==> src/rtl/dm_port_arbiter_if.sv <==
// Data-memory port bundle: CPU request, loader burst and memory-side signals.
// The arbiter takes the slave view; requesters and memory take the master view.
interface dm_port_arbiter_if #(
    parameter int ADDR_W = 10,
    parameter int DATA_W = 32
);
    logic              c_req;
    logic              c_we;
    logic [ADDR_W-1:0] c_addr;
    logic [DATA_W-1:0] c_wdata;
    logic              c_gnt;
    logic              c_stall;
    logic [DATA_W-1:0] c_rdata;
    logic              c_rvalid;

    logic              l_start;
    logic [ADDR_W-1:0] l_base;
    logic [ADDR_W:0]   l_len;
    logic              l_wvalid;
    logic [DATA_W-1:0] l_wdata;
    logic              l_wready;
    logic              l_busy;
    logic              l_done;

    logic              WE_DM;
    logic [ADDR_W-1:0] address1;
    logic [DATA_W-1:0] data;
    logic [DATA_W-1:0] Dout;

    modport slave (
        input  c_req, c_we, c_addr, c_wdata,
        output c_gnt, c_stall, c_rdata, c_rvalid,
        input  l_start, l_base, l_len, l_wvalid, l_wdata,
        output l_wready, l_busy, l_done,
        output WE_DM, address1, data,
        input  Dout
    );

    modport master (
        output c_req, c_we, c_addr, c_wdata,
        input  c_gnt, c_stall, c_rdata, c_rvalid,
        output l_start, l_base, l_len, l_wvalid, l_wdata,
        input  l_wready, l_busy, l_done,
        input  WE_DM, address1, data,
        output Dout
    );
endinterface

==> src/rtl/dm_port_arbiter.sv <==
// Shares the data memory's single write/address1 port between the CPU
// MEM stage and a block loader that bursts writes over a word range.
module dm_port_arbiter #(
    parameter int ADDR_W   = 10,
    parameter int DATA_W   = 32,
    parameter int MAX_WAIT = 4
) (
    input logic clk,
    input logic rst,
    dm_port_arbiter_if.slave bus
);
    localparam int SW = $clog2(MAX_WAIT + 1);
    localparam logic [SW-1:0]     SMAX  = SW'(MAX_WAIT);
    localparam logic [SW-1:0]     S1    = SW'(1);
    localparam logic [ADDR_W-1:0] A1    = ADDR_W'(1);
    localparam logic [ADDR_W:0]   R1    = (ADDR_W + 1)'(1);

    typedef enum logic [1:0] {IDLE, BURST, DONE} state_t;

    state_t            state, state_n;
    logic [ADDR_W-1:0] addr_cnt, addr_cnt_n;
    logic [ADDR_W:0]   remaining, remaining_n;
    logic [SW-1:0]     starve_cnt, starve_n;
    logic              beat;
    logic              c_load;

    always_ff @(posedge clk or posedge rst) begin
        if (rst) begin
            state      <= IDLE;
            addr_cnt   <= '0;
            remaining  <= '0;
            starve_cnt <= '0;
        end else begin
            state      <= state_n;
            addr_cnt   <= addr_cnt_n;
            remaining  <= remaining_n;
            starve_cnt <= starve_n;
        end
    end

    always_ff @(posedge clk or posedge rst) begin
        if (rst) begin
            bus.c_rvalid <= 1'b0;
            bus.c_rdata  <= '0;
        end else begin
            bus.c_rvalid <= c_load;
            if (c_load)
                bus.c_rdata <= bus.Dout;
        end
    end

    assign bus.l_busy = (state == BURST);
    assign bus.l_done = (state == DONE);
    assign c_load     = bus.c_gnt & ~bus.c_we;

    // A waiting loader beat wins once the CPU has pre-empted it MAX_WAIT times.
    always_comb begin
        beat = (state == BURST) && bus.l_wvalid &&
               (!bus.c_req || starve_cnt == SMAX);

        bus.c_gnt    = bus.c_req & ~beat;
        bus.c_stall  = bus.c_req & ~bus.c_gnt;
        bus.l_wready = beat;
        bus.WE_DM    = 1'b0;
        bus.address1 = addr_cnt;
        bus.data     = '0;

        if (beat) begin
            bus.WE_DM = 1'b1;
            bus.data  = bus.l_wdata;
        end else if (bus.c_gnt) begin
            bus.WE_DM    = bus.c_we;
            bus.address1 = bus.c_addr;
            bus.data     = bus.c_wdata;
        end
    end

    always_comb begin
        state_n     = state;
        addr_cnt_n  = addr_cnt;
        remaining_n = remaining;
        starve_n    = starve_cnt;

        unique case (state)
            IDLE: begin
                if (bus.l_start && bus.l_len != '0) begin
                    state_n     = BURST;
                    addr_cnt_n  = bus.l_base;
                    remaining_n = bus.l_len;
                    starve_n    = '0;
                end
            end
            BURST: begin
                if (beat) begin
                    addr_cnt_n  = addr_cnt + A1;
                    remaining_n = remaining - R1;
                    starve_n    = '0;
                    if (remaining == R1)
                        state_n = DONE;
                end else if (bus.l_wvalid && bus.c_req &&
                             starve_cnt != SMAX) begin
                    starve_n = starve_cnt + S1;
                end
            end
            DONE: state_n = IDLE;
            default: state_n = IDLE;
        endcase
    end
endmodule

==> src/flat_wrapper.sv <==
// flat-port wrapper written by rule: the top's interface ports become plain ports
module dm_port_arbiter_flat 
#(
    parameter int ADDR_W   = 10,
    parameter int DATA_W   = 32,
    parameter int MAX_WAIT = 4
)
  (clk, rst, bus_c_req, bus_c_we, bus_c_addr, bus_c_wdata, bus_c_gnt, bus_c_stall, bus_c_rdata, bus_c_rvalid, bus_l_start, bus_l_base, bus_l_len, bus_l_wvalid, bus_l_wdata, bus_l_wready, bus_l_busy, bus_l_done, bus_WE_DM, bus_address1, bus_data, bus_Dout);
  dm_port_arbiter_if #(.ADDR_W(ADDR_W), .DATA_W(DATA_W)) bus_i ();
  input logic clk;
  input logic rst;
  input wire logic [$bits(bus_i.c_req)-1:0] bus_c_req;
  input wire logic [$bits(bus_i.c_we)-1:0] bus_c_we;
  input wire logic [$bits(bus_i.c_addr)-1:0] bus_c_addr;
  input wire logic [$bits(bus_i.c_wdata)-1:0] bus_c_wdata;
  output wire logic [$bits(bus_i.c_gnt)-1:0] bus_c_gnt;
  output wire logic [$bits(bus_i.c_stall)-1:0] bus_c_stall;
  output wire logic [$bits(bus_i.c_rdata)-1:0] bus_c_rdata;
  output wire logic [$bits(bus_i.c_rvalid)-1:0] bus_c_rvalid;
  input wire logic [$bits(bus_i.l_start)-1:0] bus_l_start;
  input wire logic [$bits(bus_i.l_base)-1:0] bus_l_base;
  input wire logic [$bits(bus_i.l_len)-1:0] bus_l_len;
  input wire logic [$bits(bus_i.l_wvalid)-1:0] bus_l_wvalid;
  input wire logic [$bits(bus_i.l_wdata)-1:0] bus_l_wdata;
  output wire logic [$bits(bus_i.l_wready)-1:0] bus_l_wready;
  output wire logic [$bits(bus_i.l_busy)-1:0] bus_l_busy;
  output wire logic [$bits(bus_i.l_done)-1:0] bus_l_done;
  output wire logic [$bits(bus_i.WE_DM)-1:0] bus_WE_DM;
  output wire logic [$bits(bus_i.address1)-1:0] bus_address1;
  output wire logic [$bits(bus_i.data)-1:0] bus_data;
  input wire logic [$bits(bus_i.Dout)-1:0] bus_Dout;
  assign bus_i.c_req = bus_c_req;
  assign bus_i.c_we = bus_c_we;
  assign bus_i.c_addr = bus_c_addr;
  assign bus_i.c_wdata = bus_c_wdata;
  assign bus_c_gnt = bus_i.c_gnt;
  assign bus_c_stall = bus_i.c_stall;
  assign bus_c_rdata = bus_i.c_rdata;
  assign bus_c_rvalid = bus_i.c_rvalid;
  assign bus_i.l_start = bus_l_start;
  assign bus_i.l_base = bus_l_base;
  assign bus_i.l_len = bus_l_len;
  assign bus_i.l_wvalid = bus_l_wvalid;
  assign bus_i.l_wdata = bus_l_wdata;
  assign bus_l_wready = bus_i.l_wready;
  assign bus_l_busy = bus_i.l_busy;
  assign bus_l_done = bus_i.l_done;
  assign bus_WE_DM = bus_i.WE_DM;
  assign bus_address1 = bus_i.address1;
  assign bus_data = bus_i.data;
  assign bus_i.Dout = bus_Dout;
  dm_port_arbiter #(.ADDR_W(ADDR_W), .DATA_W(DATA_W), .MAX_WAIT(MAX_WAIT)) u_core (.clk(clk), .rst(rst), .bus(bus_i));
endmodule
==> config.mk <==
export PLATFORM = sky130hd
export DESIGN_NAME = dm_port_arbiter_flat
export DESIGN_NICKNAME = d
export VERILOG_FILES = /design/src/rtl/dm_port_arbiter_if.sv /design/src/rtl/dm_port_arbiter.sv /design/src/flat_wrapper.sv
export SDC_FILE = /design/constraint.sdc
export NUM_CORES = 1
export LEC_CHECK = 0
export CAP_MARGIN = 15
export CELL_PAD_IN_SITES_DETAIL_PLACEMENT = 0
export CELL_PAD_IN_SITES_GLOBAL_PLACEMENT = 1
export CORE_MARGIN = 1.5
export CORE_UTILIZATION = 29
export CTS_CLUSTER_DIAMETER = 100
export DETAILED_ROUTE_END_ITERATION = 6
export PLACE_DENSITY_LB_ADDON = 0.1
export SLEW_MARGIN = 20
export SYNTH_ARGS = -nofsm -noshare
export SYNTH_HDL_FRONTEND = slang
export SYNTH_SLANG_ARGS = --single-unit
==> constraint.sdc <==
create_clock -name clk -period 5.6 [get_ports clk]
set_clock_uncertainty 0.1 [all_clocks]
set_input_delay 1.12 -clock clk [delete_from_list [all_inputs] [get_ports clk]]
set_output_delay 1.12 -clock clk [all_outputs]
set_load 0.005 [all_outputs]
# Word level (Yosys, flattened, before mapping)
# Cells that the tools add are included.
[word_totals] ff_bits=59 latchBits=0 ram_bits=0 rom_bits=0 inputBits=133 output_inout_bits=81 memories=0
[classes] addsub=3 multipliers=0 div=0 magnitude_cmp=0 n_eq_ne=9 n_shift=0 muxes=20 bitwise_logic=6 n_reduce_logical=13
[op_table] cell="32-bit two-way mux" n=2
[op_table] cell="10-bit two-way mux" n=4
[op_table] cell="11-bit two-way mux" n=2
[op_table] cell="11-bit case mux with 2 select lines" n=1
[op_table] cell="10-bit case mux with 2 select lines" n=1
[op_table] cell="11-bit by 1-bit equality test with 1-bit output (second input constant)" n=1
[op_table] cell="11-bit nonzero test" n=1
[op_table] cell="11-bit by 1-bit subtractor with 11-bit output (second input constant)" n=1
[op_table] cell="10-bit by 1-bit adder with 10-bit output (second input constant)" n=1
[op_table] cell="3-bit two-way mux" n=3
[op_table] cell="3-bit AND reduction" n=3
[op_table] cell="2-bit two-way mux" n=3
[op_table] cell="3-bit case mux with 2 select lines" n=1
[op_table] cell="1-bit logical AND" n=5
[op_table] cell="2-bit by 1-bit != test with 1-bit output (second input constant)" n=2
[op_table] cell="2-bit case mux with 2 select lines" n=1
[op_table] cell="3-bit by 1-bit adder with 3-bit output (second input constant)" n=1
[op_table] cell="1-bit AND" n=3
[op_table] cell="3-bit equality test (second input constant)" n=1
[op_table] cell="3-bit by 2-bit != test with 1-bit output (second input constant)" n=1
[op_table] cell="3-bit != test (second input constant)" n=1
[op_table] cell="1-bit inverter" n=3
[op_table] cell="2-bit by 1-bit equality test with 1-bit output (second input constant)" n=1
[op_table] cell="2-bit equality test (second input constant)" n=1
[op_table] cell="6 further kinds" n=7

# Longest topological paths before layout
# Gate-level depths: netlist (run 1).
[depth] depth_word=7 mapped_depth=7 ltp_nobuf=6

# Least setup slack after synthesis (run 1)
# No wires, ideal clock.
[synth_timing] kind="input -> output" start="input bus_l_wvalid" end="output bus_address1[0]" arrival_ns=2.057 required_ns=4.380 path_slack_ns=2.323 cell_stages=4 cell_sequence="nand3b_1 o21ai_2 buf_2 mux2_2"
[synth_via] elab_chain_cells=6
[synth_lines] item="start, declared" line="flat_wrapper.sv:23" rtl="input wire logic [$bits(bus_i.l_wvalid)-1:0] bus_l_wvalid;"
[synth_lines] item="1-bit logical AND (*) (2 in a row)" line="dm_port_arbiter.sv:58" rtl="beat = (state == BURST) && bus.l_wvalid &&"
[synth_lines] item="1-bit inverter" line="dm_port_arbiter.sv:61" rtl="bus.c_gnt = bus.c_req & ~beat;"
[synth_lines] item="1-bit AND" line="dm_port_arbiter.sv:61"
[synth_lines] item="10-bit two-way mux" line="dm_port_arbiter.sv:71" rtl="end else if (bus.c_gnt) begin"
[synth_lines] item="10-bit two-way mux (*)" line="dm_port_arbiter.sv:68" rtl="if (beat) begin"
[synth_lines] item="end, declared" line="flat_wrapper.sv:29" rtl="output wire logic [$bits(bus_i.address1)-1:0] bus_address1;"
# Mark *: on every way between the ends. The rest lies on a longest branch, timed or not.

# Worst setup path in the final report (run 1)
[layout_timing] start="input bus_l_wvalid" end="output bus_address1[4]"
# Same word-level chain as after synthesis.

==> results.toml, run 1 <==
[clock_tree]
cts_buffers = 9
cts_sinks = 59
cts_setup_buffers = 0
cts_resized = 0
clock_latency_ns = 0.32
cts_tree = "yes"
cts.reportedPaths.clkPinSlew_ns = 0.05
clockBufferDepth = 2
cts_root_buf = "clkbuf_16"
htreeDepth = 3
hold_buffers = 0

[critical_path]
crit_type = "in -> out"
worst_setup_path_end_kind = "output pin"
path_max_fanout = 12
start_kind = "input pin"
cp.arrival_ns = 3.53
cp.required_ns = 4.38

[global_route]
grt_remaining_overflow = 0
grt_pass1_vias = 3633
grt_max_degree = 68
antenna_found_initial = 0
grt_first_pass_wirelength_mm = 18.3
grt_usage_pct = 17.5

[route]
ant_nets = 0
wl_mm = 11.8
viasPerCell = 4.85
wl_per_cell_um = 15.3
drc = 0
vias = 3761
dr.pass1.iters = 4
drt_iter0_drc = 183

[sta]
finalMaxSlewViolations = 0
worst_pin_slew_ns = 0.753
final.period_utilization_pct = 84.9
hold_violations = 0
setup_viol_count_final = 0
slew_headroom_pct = 49.8
setup_tns_ns = 0
fin_crit_ns = 4.75
timing.fmax_mhz = 210
rsz0062_at_grt = "false"

[synth]
synth-seq-cells = 59
yosysWarnings = 0
synth_cell_types = 53
synthArstFlopShare_pct = 100
synth-edff-count = 0
yosysSeqAreaShare_pct = 40.9
netlist_instances = 395
ys.flop_type = "dfrtp_1"
synth_nets = 533
syn_area_mm2 = 0.00361
synthTopCellsByArea = "dfrtp_1 41%, mux2_2 13%, nand2_1 8.7%"
yosys.area.top_type_share_pct = 40.9
syn_area_per_cell_um2 = 9.13
yosysTopAreaCell = "dfrtp_1"
ys_top_cells_by_count = "84 x nand2_1, 59 x dfrtp_1, 42 x mux2_2, 42 x o21ai_0"
yosysMostFrequentCell = "nand2_1"

[layout]
final_util_pct = 51.5
layout-drive-gt1-share_pct = 14.3
area_growth_pct = 72.0
multi_input_area_mm2 = 0.00197
num_antenna_cells = 0
regArea_mm2 = 0.00148
fillCellCount = 1163
final_nets = 741

[floorplan]
ios = 214
core_mm2 = 0.0121
rows = 40
start_util_pct = 29.9
die-area_mm2 = 0.0131
die_y_um = 115
die_w_um = 115

[power]
p_leak_nw = 2.41
intPower_mw = 1.25
pwr-share-clk_pct = 30.4
peakVddDrop_uv = 144
switchingPower_mw = 0.554
swShare_pct = 30.7
cellPowerDensity_mw_per_mm2 = 291
p_comb_share_pct = 33.4
seqPwrFrac_pct = 36.2

[placed_design]
port_buffers = 213
dp_hpwl_mm = 8.76
gp_congestion = 0.744

[hold_path]
hold_class = "reg -> reg"

[run_status]
status = "completed"

[flow_run]
cap_viol_max_count = 0
[worst paths after layout]
| kind | from | endpoint | slack [ns] | depth (start not counted) |
|---|---|---|---|---|
| setup / recovery | bus_l_wvalid | bus_address1[4] | 0.85 | 5 |
| hold / removal | u_core.bus.c_rdata[8] | u_core.bus.c_rdata[8] | 0.40 | 1 |
| setup reg to reg | u_core.state[0] | u_core.addr_cnt[1] | 3.18 | 5 |
| hold reg to reg | u_core.bus.c_rdata[8] | u_core.bus.c_rdata[8] | 0.40 | 1 |
| max in group asynchronous | rst | u_core.bus.c_rdata[21] | 3.58 | 3 |
| min in group asynchronous | rst | u_core.bus.c_rdata[30] | 0.91 | 2 |
[power by group through the flow]
stage / registers [mW] / clock network, mW / logic, mW
after floorplan: 0.631 / 0 / 0.292
after global placement: 0.654 / 0 / 0.599
after detailed placement: 0.658 / 0 / 0.608
after CTS: 0.651 / 0.565 / 0.611
after global routing: 0.672 / 0.588 / 0.662
final: 0.654 / 0.549 / 0.604
[logic make-up (layout without fill, tap and decap cells)]
family                     after synthesis  after routing  share of synthesized area (%)
DFF                                     59             59                           40.9
buffers and inverters                   34            247                           4.61
and+or+nand+nor                        158            158                           21.6
muxes                                   44             44                           13.7
AOI/OAI and AO/OA                       95             95                           17.4
adders and majority gates                5              5                           1.73
[cells in the final DEF, fill, tap and decap left out, types with 3 or more instances in the layout]
| cell | count |
|---|---|
| o21ai_0 | 42 |
| nor3b_1 | 5 |
| mux2_2 | 42 |
| clkdlybuf4s50_1 | 213 |
| nand4_1 | 8 |
| nor3_1 | 14 |
| nand2_1 | 84 |
| a21oi_1 | 9 |
| a31oi_1 | 7 |
| o22ai_1 | 4 |
| nand3_1 | 6 |
| dfrtp_1 | 59 |
| nor2b_1 | 5 |
| ha_1 | 5 |
| nor2_1 | 13 |
| nor4_1 | 3 |
| o31ai_1 | 4 |
| clkbuf_16 | 9 |
| nand2b_1 | 4 |
| buf_4 | 8 |
| inv_1 | 8 |
[critical path, cell delays in order]
cell,delay (ns)
clkdlybuf4s50_1,0.60
nand3b_1,0.28
o21ai_2,0.68
mux2_2,0.41
clkdlybuf4s50_1,0.44
[per-stage QoR]
step                cell area, um2  hold WS (ns)  power (mW)  std cells  setup slack (ns)
global route                  6210         0.416        1.92        776             0.728
detailed placement            5900         0.394        1.27        760             0.837
CTS                           6210         0.407        1.83        776             0.838
global placement              5900         0.387        1.25        760             0.905
finish                        6210         0.403        1.81        776             0.847
floorplan                     3610         0.369       0.924        395              2.32
[metal layers]
| layer | global-route usage (%) | share of wire, % |
|---|---|---|
| met5 | 0 | 0 |
| met4 | 4.58 | 1.2 |
| met1 | 22.3 | 43 |
| met2 | 30.4 | 49 |
| met3 | 3.49 | 6.9 |
[area by class of cell]
cell class	count	area share, %
clock inverters	7	1.23
clock buffers	9	3.63
well taps	168	3.39
inverters	9	0.544
flip-flops and latches	59	23.8
multi-input cells	302	31.8
repair buffers	222	35.6
[state kept, by name (all words and copies together) (netlist names)]
register             count
u_core.starve_cnt        3
u_core.bus.c_rdata      32
u_core.remaining        11
u_core.addr_cnt         10
u_core.state             2
u_core.bus.c_rvalid      1
(Power assumes the default switching activity.)
==> run 2, diff against run 1 <==
CORE_UTILIZATION = 24   (was 29)
clock period = 4.3 ns   (was 5.6 ns; I/O delays follow)
==> run 2 against run 1 <==
Net effect: critical path depth is 2 higher; sequential share of layout area is 0.25 points lower; combinational power is 31% higher; register-to-register slack worse by 1.3 ns; die area is 20% higher; clock power is 40% higher; core utilization is 8.5 points lower; worst hold slack better by 0.0022 ns; first-iteration DRC count is 28% lower; cell area is 1.0% higher; largest power group unchanged.
==> results.toml, run 2 (synthesis results as in run 1) <==
[clock_tree]
cts_buffers = 9
cts_resized = 0
cts_root_buf = "clkbuf_16"
htreeDepth = 3
hold_buffers = 0
cts_tree = "yes"
cts_sinks = 59
clock_latency_ns = 0.32
cts_setup_buffers = 0
clockBufferDepth = 2
cts.reportedPaths.clkPinSlew_ns = 0.05

[power]
intPower_mw = 1.70
switchingPower_mw = 0.716
pwr-share-clk_pct = 31.8
cellPowerDensity_mw_per_mm2 = 385
swShare_pct = 29.6
seqPwrFrac_pct = 35.4
p_leak_nw = 2.44
p_comb_share_pct = 32.8
peakVddDrop_uv = 200

[sta]
fin_crit_ns = 3.95
slew_headroom_pct = 37.7
rsz0062_at_grt = "false"
hold_slack_ns = 0.405
worst_pin_slew_ns = 0.933
finalMaxSlewViolations = 0
hold_violations = 0
timing.fmax_mhz = 253
setup_viol_count_final = 0
final.period_utilization_pct = 91.9
setup_tns_ns = 0

[layout]
final_cell_mix = "213 x clkdlybuf4s50_1, 84 x nand2_1, 59 x dfrtp_1"
reg_top3 = "u_core.bus.c_rdata (32), u_core.remaining (11), u_core.addr_cnt (10)"
layout-drive-gt1-share_pct = 14.7
area_growth_pct = 73.8
num_antenna_cells = 0
regArea_mm2 = 0.00148
layout_commonest_cell = "clkdlybuf4s50_1"
final_nets = 745
multi_input_area_mm2 = 0.00197
fillCellCount = 1426
largest_reg_flops = 32
top_register = "u_core.bus.c_rdata"

[run_status]
status = "completed"

[critical_path]
worst_setup_path_end_kind = "output pin"
rr_startpoint = "u_core.state[0]"
r2r_setup_slack_ns = 1.89
start_kind = "input pin"
r2r_cells = 5
reg2reg_to = "u_core.remaining[1]"
path_max_fanout = 51
cp.arrival_ns = 2.99
cp.required_ns = 3.34
crit_type = "in -> out"

[placed_design]
dp_hpwl_mm = 9.71
gp_congestion = 0.776
port_buffers = 213

[floorplan]
die_w_um = 126
die-area_mm2 = 0.0158
ios = 214
core_mm2 = 0.0146
start_util_pct = 24.7
rows = 44
die_y_um = 126

[global_route]
grt_pass1_vias = 3672
grt_usage_pct = 15.9
grt_first_pass_wirelength_mm = 20.0
grt_remaining_overflow = 0
antenna_found_initial = 0
grt_max_degree = 52

[route]
drt_iter0_drc = 131
wl_per_cell_um = 16.1
dr.pass1.iters = 4
vias = 3744
drc = 0
viasPerCell = 4.71
ant_nets = 0
wl_mm = 12.8

[flow_run]
cap_viol_max_count = 0

[hold_path]
holdPathStages = 1
hold_class = "reg -> reg"
hold_path_end = "u_core.bus.c_rdata[22]"
min-delay-start = "u_core.bus.c_rdata[22]"
-- run 2: cell types whose count changed in the layout (fill, tap and decap cells not counted) --
| cell | previous run | this run |
|---|---|---|
| buf_4 | 8 | 12 |
| clkinv_4 | 2 | 0 |
| bufinv_16 | 1 | 2 |
| clkbuf_8 | 0 | 1 |
| clkinv_2 | 1 | 2 |
| clkinvlp_4 | 2 | 1 |
| inv_6 | 1 | 0 |
-- run 2: routing by layer --
| metal | GRT usage [%] | routed length, um |
|---|---|---|
| met1 | 20.7 | 5740 |
| met2 | 25.7 | 6060 |
| met3 | 3.64 | 722 |
| met4 | 5.82 | 313 |
| met5 | 0 | 0 |
-- run 2: worst max-delay path by stage --
stage          slack [ns]          from         endpoint  cells past startpoint
2_1_floorplan        1.54  bus_l_wvalid  bus_address1[0]                      4
3_3_place_gp         0.33  bus_l_wvalid      bus_data[1]                      7
3_5_place_dp         0.32  bus_l_wvalid      bus_data[1]                      7
4_1_cts              0.32  bus_l_wvalid      bus_data[1]                      7
5_1_grt              0.15  bus_l_wvalid      bus_data[1]                      7
6_report             0.35  bus_l_wvalid      bus_data[7]                      7
-- run 2: power by group through the flow --
stage | clock network, mW | logic (mW) | registers [mW]
after floorplan | 0 | 0.381 | 0.822
after global placement | 0 | 0.791 | 0.861
after detailed placement | 0 | 0.799 | 0.862
after CTS | 0.792 | 0.802 | 0.854
after global routing | 0.813 | 0.869 | 0.879
final | 0.769 | 0.792 | 0.855
-- run 2: final cells by class --
cell class              count  area share [%]
repair buffers            226            35.8
multi-input cells         302            31.4
flip-flops and latches     59            23.5
clock buffers              10            3.81
well taps                 184            3.67
clock inverters             5            1.24
inverters                   9           0.539
-- run 2: worst max-delay path: stages --
cell	delay (ns)
clkdlybuf4s50_1	0.59
nand3b_1	0.28
nor2_4	0.29
buf_12	0.25
nand2_1	0.07
o21ai_0	0.07
clkdlybuf4s50_1	0.57
-- run 2: metrics by stage --
| stage | area, um2 | setup slack (ns) | power (mW) | utilization (%) | std cells |
|---|---|---|---|---|---|
| detailed placement | 5950 | 0.322 | 1.66 | 40.8 | 780 |
| global route | 6270 | 0.152 | 2.56 | 43.0 | 795 |
| CTS | 6270 | 0.315 | 2.45 | 43.0 | 795 |
| finish | 6270 | 0.350 | 2.42 | 43.0 | 795 |
| global placement | 5950 | 0.335 | 1.65 | 40.8 | 780 |
| floorplan | 3610 | 1.54 | 1.20 | - | 395 |
==> run 3, diff against run 2 <==
CTS_CLUSTER_SIZE = 10   (was not set)
==> results of run 3 <==
Same layout as run 2: the final DEF is identical, and so are final timing and power.
